--- src/rtl/z80_sys_pkg.sv ---
// Shared constants for the Z80 system slice.
// Register map, FSM encoding and vector helper.
package z80_sys_pkg;

  localparam logic [1:0] INTC_MASK     = 2'd0;
  localparam logic [1:0] INTC_EOI_PEND = 2'd1;
  localparam logic [1:0] INTC_ISR      = 2'd2;
  localparam logic [1:0] INTC_CTRL     = 2'd3;

  localparam logic [1:0] ST_IDLE = 2'd0;
  localparam logic [1:0] ST_REQ  = 2'd1;
  localparam logic [1:0] ST_ACK  = 2'd2;

  localparam logic [7:0] INTC_IO_BASE = 8'h04;

  // 8-bit vector arithmetic; wraps mod 256.
  function automatic logic [7:0] intc_vec(
    input logic [7:0] base,
    input logic [7:0] idx,
    input logic [7:0] stride
  );
    return base + idx * stride;
  endfunction

endpackage

--- src/rtl/z80_int_ctrl_prio_enc.sv ---
// Lowest-index-first priority encoder.
// idx reads N when nothing is set.
module prio_enc #(
  parameter int N  = 4,
  parameter int IW = $clog2(N + 1)
) (
  input  logic [N-1:0]  req,
  output logic [IW-1:0] idx,
  output logic          valid
);

  // Scan downward so the lowest set bit wins.
  always_comb begin
    idx   = IW'(N);
    valid = |req;
    for (int i = N - 1; i >= 0; i--) begin
      if (req[i]) idx = IW'(i);
    end
  end

endmodule

--- src/rtl/z80_int_ctrl.sv ---
// Prioritised, nesting interrupt controller
// for the Z80 INT_n pin with IM2-style vectors.
module z80_int_ctrl
  import z80_sys_pkg::*;
#(
  parameter int           NUM_SRC       = 4,
  parameter logic [7:0]   VECTOR_BASE   = 8'h60,
  parameter int           VECTOR_STRIDE = 2,
  parameter logic [7:0]   SPURIOUS_VEC  = 8'hFF
) (
  input  logic               clk,
  input  logic               reset,
  input  logic [NUM_SRC-1:0] src_req,
  input  logic               m1_n,
  input  logic               iorq_n,
  input  logic               reg_we,
  input  logic               reg_re,
  input  logic [1:0]         reg_addr,
  input  logic [7:0]         reg_wdata,
  output logic [7:0]         reg_rdata,
  output logic               int_n,
  output logic               vec_oe,
  output logic [7:0]         vec_data,
  output logic [NUM_SRC-1:0] isr
);

  localparam int IW = $clog2(NUM_SRC + 1);
  localparam logic [7:0] STRIDE8 = 8'(VECTOR_STRIDE);

  logic [1:0]         state;
  logic [NUM_SRC-1:0] mask;
  logic               enable;
  logic [IW-1:0]      win;
  logic               spur;

  logic [NUM_SRC-1:0] pending;
  logic [IW-1:0]      pend_idx;
  logic               pend_valid;
  logic [IW-1:0]      top_isr;
  logic               isr_valid;
  logic               eligible;
  logic               ack_cyc;
  logic               ack_done;
  logic               eoi;
  logic [NUM_SRC-1:0] isr_clr;
  logic [NUM_SRC-1:0] isr_set;

  // Reads have no side effects; keep the qualifier
  // and spare write bits visible to lint.
  logic unused_ok;
  assign unused_ok = ^{reg_re, reg_wdata};

  assign pending = src_req & ~mask;

  prio_enc #(.N(NUM_SRC), .IW(IW)) u_pend_enc (
    .req   (pending),
    .idx   (pend_idx),
    .valid (pend_valid)
  );

  prio_enc #(.N(NUM_SRC), .IW(IW)) u_isr_enc (
    .req   (isr),
    .idx   (top_isr),
    .valid (isr_valid)
  );

  assign eligible = enable && pend_valid
                 && (pend_idx < top_isr);
  assign ack_cyc  = !m1_n && !iorq_n;
  assign ack_done = (state == ST_ACK) && iorq_n;
  assign eoi      = reg_we
                 && (reg_addr == INTC_EOI_PEND);

  // EOI retires the top in-service bit; a
  // completing ack marks its winner in service.
  always_comb begin
    isr_clr = '0;
    isr_set = '0;
    for (int i = 0; i < NUM_SRC; i++) begin
      isr_clr[i] = eoi && isr_valid
                && (top_isr == IW'(i));
      isr_set[i] = ack_done && !spur
                && (win == IW'(i));
    end
  end

  // Combinational register read mux.
  always_comb begin
    reg_rdata = 8'h00;
    case (reg_addr)
      INTC_MASK:     reg_rdata = 8'(mask);
      INTC_EOI_PEND: reg_rdata = 8'(pending);
      INTC_ISR:      reg_rdata = 8'(isr);
      default:       reg_rdata = {7'd0, enable};
    endcase
  end

  // Software-written mask and global enable.
  always_ff @(posedge clk or posedge reset) begin
    if (reset) begin
      mask   <= '1;
      enable <= 1'b0;
    end else if (reg_we) begin
      if (reg_addr == INTC_MASK)
        mask <= reg_wdata[NUM_SRC-1:0];
      if (reg_addr == INTC_CTRL)
        enable <= reg_wdata[0];
    end
  end

  // In-service bits: clear against old isr,
  // then set the acknowledged winner.
  always_ff @(posedge clk or posedge reset) begin
    if (reset) isr <= '0;
    else       isr <= (isr & ~isr_clr) | isr_set;
  end

  // Request / acknowledge sequencing.
  always_ff @(posedge clk or posedge reset) begin
    if (reset) begin
      state    <= ST_IDLE;
      int_n    <= 1'b1;
      vec_oe   <= 1'b0;
      vec_data <= 8'h00;
      win      <= '0;
      spur     <= 1'b0;
    end else begin
      case (state)
        ST_IDLE: begin
          if (eligible) begin
            state <= ST_REQ;
            int_n <= 1'b0;
          end
        end
        ST_REQ: begin
          if (ack_cyc) begin
            state  <= ST_ACK;
            vec_oe <= 1'b1;
            win    <= pend_idx;
            spur   <= !pend_valid;
            vec_data <= pend_valid
              ? intc_vec(VECTOR_BASE,
                         8'(pend_idx), STRIDE8)
              : SPURIOUS_VEC;
          end else if (!eligible) begin
            state <= ST_IDLE;
            int_n <= 1'b1;
          end
        end
        ST_ACK: begin
          if (iorq_n) begin
            state  <= ST_IDLE;
            vec_oe <= 1'b0;
            int_n  <= 1'b1;
          end
        end
        default: begin
          state  <= ST_IDLE;
          vec_oe <= 1'b0;
          int_n  <= 1'b1;
        end
      endcase
    end
  end

endmodule

--- config.mk ---
export PLATFORM = sky130hd
export DESIGN_NAME = z80_int_ctrl
export DESIGN_NICKNAME = d
export VERILOG_FILES = /design/src/rtl/z80_sys_pkg.sv /design/src/rtl/z80_int_ctrl_prio_enc.sv /design/src/rtl/z80_int_ctrl.sv
export SDC_FILE = /design/constraint.sdc
export NUM_CORES = 1
export LEC_CHECK = 0
export ABC_AREA = 0
export CAP_MARGIN = 25
export CORE_ASPECT_RATIO = 1.2
export CORE_MARGIN = 2
export CORE_UTILIZATION = 49
export CTS_CLUSTER_DIAMETER = 200
export DETAILED_ROUTE_END_ITERATION = 16
export PLACE_DENSITY_LB_ADDON = 0.1
export SLEW_MARGIN = 20
export SYNTH_ARGS = -nofsm -noshare
export SYNTH_HDL_FRONTEND = slang
export SYNTH_SLANG_ARGS = --single-unit
--- constraint.sdc ---
create_clock -name clk -period 5.55 [get_ports clk]
set_clock_uncertainty 0.1 [all_clocks]
set_input_delay 1.11 -clock clk [delete_from_list [all_inputs] [get_ports clk]]
set_output_delay 1.11 -clock clk [all_outputs]
set_load 0.02 [all_outputs]
==> key figures, run 1 <==
STA
  – Fin. max-slew vios: 0
  – RSZ-0062 raised after global routing: no
  – Final Hold Vio Count: 0
  – Slew HR: 48.01%
  – Final worst-path setup slack: 1.314 ns
  – Worst-margin pin slew: 0.7791 ns
  – Max Freq: 236.0 MHz
  – Finish-stage setup viols: 0
  – Setup_tns: 0 ns
  – Fin crit period: 4.236 ns
  – Fin crit share: 76.33%

Floorplanning
  – Initial Util: 50.55%
  – Die height: 59.66 um
  – DIE AREA: 3006 um2
  – Core footprint: 2502 um2
  – Die W: 50.38 um
  – Site row count: 20
  – IO Count: 42

Placed design
  – Placement Setup Slack: 1.306 ns
  – RePlAce Congestion: 0.8003
  – PortBufs: 32
  – Placed cell areas: 1554 um2
  – Placed instance count: 185
  – Post-DP HPWL: 1.852 mm

CTS
  – Clock root cell: clkbuf_4
  – Register clock-pin slew on the reported worst setup and hold paths: 0.11 ns
  – Hold buffer count at CTS: 0
  – CTS tree: done
  – H-tree lvl count: 1
  – Worst skew pair latency: 0.30 ns
  – PostCTS Resize Cnt: 0
  – Setup Fix Bufs, Post-CTS: 0
  – Num CTS Buffers: 3
  – Clock buffer depth: 2
  – Clock sinks: 21

Synthesis
  – Syn Area/Cell: 9.883 um2
  – Netlist cell types: 34
  – Sequential share of the synthesized area: 42.04%
  – Ys Warns: 0
  – #FFs+latches synth: 21
  – Post-Syn Area: 1265 um2
  – Cells after Synth: 128

Final layout
  – Share of post-route cells with drive strength above 1: 18.59%
  – Final Instance Area: 1580 um2
  – Fill cells: 229
  – Non-filler cells, final: 189
  – Most common cell after layout, fill and taps aside: clkdlybuf4s50_1
  – Area delta synth->final: 24.93%
  – Fin nets: 179
  – Commonest cells after routing, fill and taps aside: clkdlybuf4s50_1 (32), nand2_1 (23), dfrtp_1 (16)
  – Core Util, Final: 63.15%
  – N_diodes: 0

Worst setup path
  – WP data required: 4.34 ns
  – CP Launch Type: primary input
  – Critical path class: in -> out
  – Critical Path, Cell by Cell: clkdlybuf4s50_1 > nand2_1 > mux2_2 > o21ai_0 > clkdlybuf4s50_1
  – CP most frequent cell: clkdlybuf4s50_1
  – Slowest CP cell: clkdlybuf4s50_1
  – WP buf/inv: 2
  – Crit path arrival time: 3.03 ns
  – Max FO, Critical Path: 12
  – Crit. End Element: output port
  – Delay of the slowest cell on the worst path: 0.80 ns
  – CP delay by family, top: buffers and inverters

Route
  – DR iter-0 viols: 17
  – # DRC: 0
  – Total vias in the final route: 971
  – Wirelength, routed: 2.362 mm
  – Wire length per cell: 12.50 um
  – Vias per cell: 5.138
  – Router iterations before antenna repair: 4
  – Antenna-violating nets left: 0

Global routing
  – Tot GR Track Use: 16.86%
  – Vias in the first global route: 860
  – Initial antenna violation count: 0
  – Global-route wire length before repair: 3.760 mm
  – GRT overflow: 0
  – Largest net degree at the start of global routing: 22

Power and ir drop
  – Leak: 0.6720 nW
  – Power Density: 390.4 nW/um2
  – Peak VDD IR: 0.3097 mV

Worst hold path
  – Hold Path Class: reg -> reg

Run status
  – Status: finished, final reports clean

Job
  – Max Cap Viol: 0
## state kept, by name (all words and copies together) (netlist names)
| name | flops |
|---|---|
| enable | 1 |
| mask | 4 |
| int_n | 1 |
| isr | 4 |
| win | 3 |
| vec_data | 5 |
| vec_oe | 1 |
| state | 2 |
## cells in the mapped netlist
cell | n | area share, %
nand2_1 | 23 | 6.8
nor3_4 | 2 | 2.6
nand2_2 | 1 | 0.49
or3b_2 | 1 | 0.69
o22ai_1 | 1 | 0.49
dfstp_2 | 5 | 10
nor2b_1 | 2 | 0.99
nor3b_2 | 1 | 0.99
a21oi_2 | 1 | 0.69
mux2_4 | 1 | 1.2
nor2_1 | 11 | 3.3
or3_1 | 1 | 0.49
buf_2 | 1 | 0.40
nor2b_2 | 2 | 1.4
nand2b_4 | 2 | 2.2
conb_1 | 1 | 0.30
buf_4 | 9 | 5.3
o21ai_0 | 6 | 2.4
nand3b_4 | 1 | 1.6
a32o_1 | 2 | 1.6
nor4_1 | 1 | 0.49
mux2_2 | 7 | 6.2
nand3_1 | 4 | 1.6
buf_6 | 1 | 0.89
ha_1 | 2 | 2.0
nand2b_1 | 4 | 2.0
a21oi_1 | 4 | 1.6
nor4b_4 | 1 | 1.9
inv_1 | 4 | 1.2
dfrtp_1 | 16 | 32
mux2i_1 | 3 | 2.4
a2111oi_2 | 1 | 1.2
o21ai_1 | 4 | 1.6
nor3b_1 | 2 | 1.2
## worst reg2reg max path, delay by kind of cell, from the launching register on
family          cells  cell delay, ns
fa+ha+maj           1            0.30
flops               1            0.56
simple gates        5            0.66
compound gates      2            0.40
## report_power, final
group / internal, mW / switching [mW] / total [mW]
clock network: 0.0280 / 0.0452 / 0.0731
registers: 0.206 / 0.0504 / 0.256
logic: 0.146 / 0.142 / 0.288
## area by class of cell
| class | count | area, um2 | area share, % |
|---|---|---|---|
| Clock buffer | 4 | 26.28 | 1.663 |
| Inverter | 4 | 15.01 | 0.9501 |
| Multi-Input combinational cell | 95 | 645.6 | 40.85 |
| Sequential cell | 21 | 531.8 | 33.65 |
| Tap cell | 33 | 41.29 | 2.613 |
| Timing Repair Buffer | 32 | 320.3 | 20.27 |
## kinds of logic (layout without fill, tap and decap cells)
kind of cell | Yosys count | after routing | synth area share (%)
fa+ha+maj | 2 | 2 | 1.978
mux | 11 | 11 | 9.792
flops | 21 | 21 | 42.04
buf+inv | 15 | 40 | 7.813
compound gates | 19 | 19 | 9.496
other cells | 1 | 4 | 0.2965
simple gates | 59 | 59 | 28.59
## routing by layer
layer | GRT usage, % | vias up | part of all wire, %
li1 | - | 483 | -
met1 | 20.58 | 465 | 44
met2 | 28.95 | 21 | 52
met3 | 3.000 | 2 | 3.4
met4 | 8.108 | 0 | 0.59
met5 | 0 | - | 0
## through the flow
step / total power, mW / hold WS, ns
2_1_floorplan: 0.4485 / 0.3662
3_3_place_gp: 0.5406 / 0.3611
3_5_place_dp: 0.5506 / 0.3768
4_1_cts: 0.6253 / 0.4048
5_1_grt: 0.6590 / 0.4263
6_report: 0.6170 / 0.4024
## worst paths after layout
check	from	end	slack, ns	cells after the start
worst min-delay path	vec_data[3]	vec_data[3]	0.40	2
worst max register to register	mask[0]	int_n	3.47	8
max in group asynchronous	reset	enable	3.73	2
worst min register to register	vec_data[3]	vec_data[3]	0.40	2
worst max-delay path	reg_addr[0]	reg_rdata[1]	1.31	5
min in group asynchronous	reset	vec_data[2]	1.14	2
Power figures use the tool's default switching activity.
==> run 2: changes to the inputs <==
CORE_UTILIZATION = 41   (was 49)
clock period = 3.84 ns   (was 5.55 ns; I/O delays follow)
==> run 2 against run 1 <==
Net effect:
- via count decreased by 0.62%
- die area is 18% higher
- register-to-register slack lost 1.7 ns
- critical path depth unchanged
- routed wire length increased by 6.6%
- sequential power increased by 45%
- count of clock-buffer cells in the layout is the same
- global-route usage barely moved
- largest cell class unchanged
==> key figures, run 2 (same netlist as run 1, synthesis figures left out) <==
Worst setup path
  – WP data required: 2.97 ns
  – Crit. End Element: output port
  – Crit path arrival time: 2.66 ns
  – Reg2reg end: int_n
  – Critical path origin: reg_addr[0]
  – R2R depth: 8
  – Max FO, Critical Path: 12
  – CP Launch Type: primary input
  – Critical path class: in -> out
  – R2R Path Start: mask[0]
  – Reg2reg setup slack: 1.77 ns

Route
  – Antenna-violating nets left: 0
  – Total vias in the final route: 965
  – Wire length per cell: 13.11 um
  – Vias per cell: 5.026
  – DR iter-0 viols: 35
  – Wirelength, routed: 2.518 mm
  – # DRC: 0
  – Router iterations before antenna repair: 4

Worst hold path
  – Hold Path Class: reg -> reg
  – Hold Path Depth: 2
  – Worst Hold End: vec_data[3]
  – Hold Startpoint: vec_data[3]

Power and ir drop
  – Pwr Total: 0.8940 mW
  – Peak VDD IR: 0.2926 mV
  – Leak: 0.6720 nW
  – Power Density: 564.4 nW/um2

Global routing
  – Global-route wire length before repair: 4.374 mm
  – GRT overflow: 0
  – Largest net degree at the start of global routing: 22
  – Tot GR Track Use: 16.89%
  – Initial antenna violation count: 0
  – Vias in the first global route: 965

Floorplanning
  – Die height: 64.85 um
  – DIE AREA: 3547 um2
  – Initial Util: 42.16%
  – Die W: 54.71 um
  – IO Count: 42
  – Site row count: 22
  – Core footprint: 3000 um2

CTS
  – Clock root cell: clkbuf_4
  – CTS tree: done
  – Worst skew pair latency: 0.30 ns
  – H-tree lvl count: 1
  – Hold buffer count at CTS: 0
  – Register clock-pin slew on the reported worst setup and hold paths: 0.11 ns
  – Clock buffer depth: 2
  – Setup Fix Bufs, Post-CTS: 0
  – Num CTS Buffers: 3
  – PostCTS Resize Cnt: 0
  – Clock sinks: 21

STA
  – Setup_tns: 0 ns
  – Finish-stage setup viols: 0
  – Fin crit period: 3.524 ns
  – Fin crit share: 91.76%
  – Hold WS: 0.3899 ns
  – Max Freq: 283.8 MHz
  – Worst-margin pin slew: 0.8128 ns
  – Fin. max-slew vios: 0
  – Final Hold Vio Count: 0
  – RSZ-0062 raised after global routing: no
  – Slew HR: 45.75%

Final layout
  – N_diodes: 0
  – Top flop regs: vec_data (5), isr (4), mask (4)
  – Fin nets: 179
  – Area delta synth->final: 25.22%
  – Top reg by flops: vec_data
  – Commonest cells after routing, fill and taps aside: clkdlybuf4s50_1 (32), nand2_1 (23), dfrtp_1 (16)
  – Non-filler cells, final: 192
  – Most common cell after layout, fill and taps aside: clkdlybuf4s50_1
  – Largest register FFs: 5
  – Share of post-route cells with drive strength above 1: 18.59%
  – Final Instance Area: 1584 um2
  – Fill cells: 288

Placed design
  – RePlAce Congestion: 0.7438
  – Placed instance count: 188
  – Post-DP HPWL: 1.917 mm
  – PortBufs: 32
  – Placed cell areas: 1558 um2

Job
  – Max Cap Viol: 0

Run status
  – Status: finished, final reports clean
[run 2: cell counts in the layout (fill, tap and decap cells not counted)]
No cell type changed its count.
[run 2: report_power, final]
part	total, mW	internal (mW)	switching (mW)	leakage, nW
clock	0.107	0.0405	0.0666	0.0150
combinational	0.417	0.211	0.206	0.401
sequential	0.370	0.297	0.0722	0.256
[run 2: stage by stage]
| stage | utilization (%) | worst slack [ns] |
|---|---|---|
| after floorplan | - | 1.295 |
| after detailed placement | 51.92 | 0.3073 |
| final | 52.79 | 0.3163 |
| after CTS | 52.79 | 0.2931 |
| after global routing | 52.79 | 0.1422 |
| after global placement | 51.92 | 0.3177 |
[run 2: cell type report]
cell class	instances	area (um2)	area share [%]
timing repair buffer	32	320.3	20.22
tap	36	45.04	2.844
sequential	21	531.8	33.57
clock buffer	4	26.28	1.659
multi-input combinational	95	645.6	40.76
inverter	4	15.01	0.9479
[run 2: worst max path at each step]
| stage | endpoint | depth (start not counted) | slack [ns] |
|---|---|---|---|
| after floorplan | reg_rdata[1] | 4 | 1.29 |
| after detailed placement | reg_rdata[1] | 5 | 0.31 |
| after global routing | reg_rdata[1] | 5 | 0.14 |
| after global placement | reg_rdata[1] | 5 | 0.32 |
| after CTS | reg_rdata[1] | 5 | 0.29 |
| final | reg_rdata[1] | 5 | 0.32 |
[run 2: critical path: stages]
cell	delay, ns
clkdlybuf4s50_1	0.77
nand2_1	0.08
mux2_2	0.27
o21ai_0	0.14
clkdlybuf4s50_1	0.63
[run 2: routing by layer]
metal  vias to the layer above  track usage [%]  wire length, um  share of wire (%)
met5                         -                0                0                  0
met4                         0            8.125               25               0.99
met3                         4            2.765              107                4.2
met2                        26            25.74             1264                 50
met1                       455            22.61             1120                 44
li1                        480                -                -                  -
==> run 3: changes to the inputs <==
CORE_MARGIN = 5   (was 2)
CORE_UTILIZATION = 50   (was 41)
DONT_BUFFER_PORTS = 1   (was not set)
SKIP_CTS_REPAIR_TIMING = 1   (was not set)
==> run 3 against run 2 <==
Net effect:
- design area down 20%
- sequential power up 19%
- via count down 13%
- highest routed layer unchanged
==> key figures, run 3 (same netlist as run 1, synthesis figures left out) <==
Global routing
  – Tot GR Track Use: 13.80%
  – Global-route wire length before repair: 3.905 mm
  – Initial antenna violation count: 0
  – GRT overflow: 0
  – Vias in the first global route: 865
  – Largest net degree at the start of global routing: 22

Floorplanning
  – Core footprint: 2477 um2
  – DIE AREA: 3640 um2
  – Die W: 55.92 um
  – Initial Util: 51.06%
  – Die height: 65.10 um
  – Site row count: 20
  – IO Count: 42

Worst setup path
  – CP Launch Type: flop
  – Max FO, Critical Path: 3
  – Crit path arrival time: 1.73 ns
  – Crit. End Element: output port
  – WP data required: 2.97 ns
  – Critical path class: reg -> out

Route
  – # DRC: 0
  – Router iterations before antenna repair: 4
  – Wirelength, routed: 2.320 mm
  – Vias per cell: 5.350
  – Antenna-violating nets left: 0
  – DR iter-0 viols: 33
  – Wire length per cell: 14.78 um
  – Total vias in the final route: 840

STA
  – Final Hold Vio Count: 0
  – Setup_tns: 0 ns
  – Finish-stage setup viols: 0
  – RSZ-0062 raised after global routing: no
  – Slew HR: 47.84%
  – Worst-margin pin slew: 0.7815 ns
  – Fin. max-slew vios: 0
  – Fin crit share: 67.77%
  – Final worst-path setup slack: 1.238 ns
  – Fin crit period: 2.602 ns
  – Max Freq: 384.3 MHz

Power and ir drop
  – Power Density: 609.8 nW/um2
  – Leak: 0.5532 nW
  – Peak VDD IR: 0.3194 mV

Final layout
  – Largest register FFs: 5
  – Top reg by flops: vec_data
  – Top flop regs: vec_data (5), isr (4), mask (4)
  – N_diodes: 0
  – Multi-input logic area: 645.6 um2
  – Fin nets: 147
  – Register area: 531.8 um2
  – Most common cell after layout, fill and taps aside: nand2_1
  – Fill cells: 254
  – Share of post-route cells with drive strength above 1: 24.19%
  – Area delta synth->final: -0.2967%
  – Commonest cells after routing, fill and taps aside: nand2_1 (23), dfrtp_1 (16), nor2_1 (11)

CTS
  – Worst skew pair latency: 0.31 ns
  – H-tree lvl count: 1
  – CTS tree: done
  – Clock sinks: 21
  – Clock buffer depth: 2
  – Register clock-pin slew on the reported worst setup and hold paths: 0.12 ns
  – Clock root cell: clkbuf_4
  – Num CTS Buffers: 3

Worst hold path
  – Hold Path Class: in -> async

Placed design
  – RePlAce Congestion: 0.7314
  – PortBufs: 0
  – Post-DP HPWL: 1.814 mm
  – Placement Setup Slack: 1.251 ns

Run status
  – Status: finished, final reports clean

Job
  – Max Cap Viol: 0
run 3: final cells by class:
class,instances,share of cell area [%]
sequential,21,42.16
inverter,4,1.190
multi-input combinational,95,51.19
tap,33,3.274
clock inverter,1,0.3968
clock buffer,3,1.786
run 3: through the flow:
| step | power, mW | util [%] | instances | hold WS, ns | area [um2] |
|---|---|---|---|---|---|
| floorplan | 0.6482 | - | 131 | 0.3662 | 1276 |
| global placement | 0.6588 | 49.80 | 153 | 0.3987 | 1234 |
| detailed placement | 0.6683 | 49.80 | 153 | 0.3906 | 1234 |
| CTS | 0.7782 | 50.91 | 157 | 0.3925 | 1261 |
| global route | 0.8314 | 50.91 | 157 | 0.3809 | 1261 |
| finish | 0.7691 | 50.91 | 157 | 0.3742 | 1261 |
run 3: critical path, cell delays in order, from the launching register on:
cell and delay [ns]:
dfstp_2 0.57, mux2_2 0.33, o21ai_0 0.53
run 3: path summary, 6_finish.rpt:
| check | depth (start not counted) | endpoint | from | slack, ns |
|---|---|---|---|---|
| worst max-delay path | 2 | reg_rdata[1] | mask[1] | 1.24 |
| worst min-delay path | 1 | win[2] | reset | 0.37 |
| worst max register to register | 8 | int_n | mask[0] | 1.80 |
| worst min register to register | 1 | isr[1] | win[1] | 0.43 |
| max in group asynchronous | 1 | vec_oe | reset | 2.78 |
| min in group clk | 1 | state[1] | iorq_n | 0.40 |
run 3: per-layer routing:
metal  part of all wire, %  track usage, %  wire length, um  up-vias
li1                      -               -                -      415
met2                    48           23.52             1123       23
met5                     0               0                0        -
met4                   2.0           6.825               46        0
met1                    41           15.02              943      397
met3                   8.9           5.305              206        5
run 3: where the power goes:
group / switching, mW / internal [mW] / total [mW]
sequential: 0.143 / 0.297 / 0.440
combinational: 0.115 / 0.106 / 0.220
clock: 0.0699 / 0.0390 / 0.109
total: 0.328 / 0.441 / 0.769
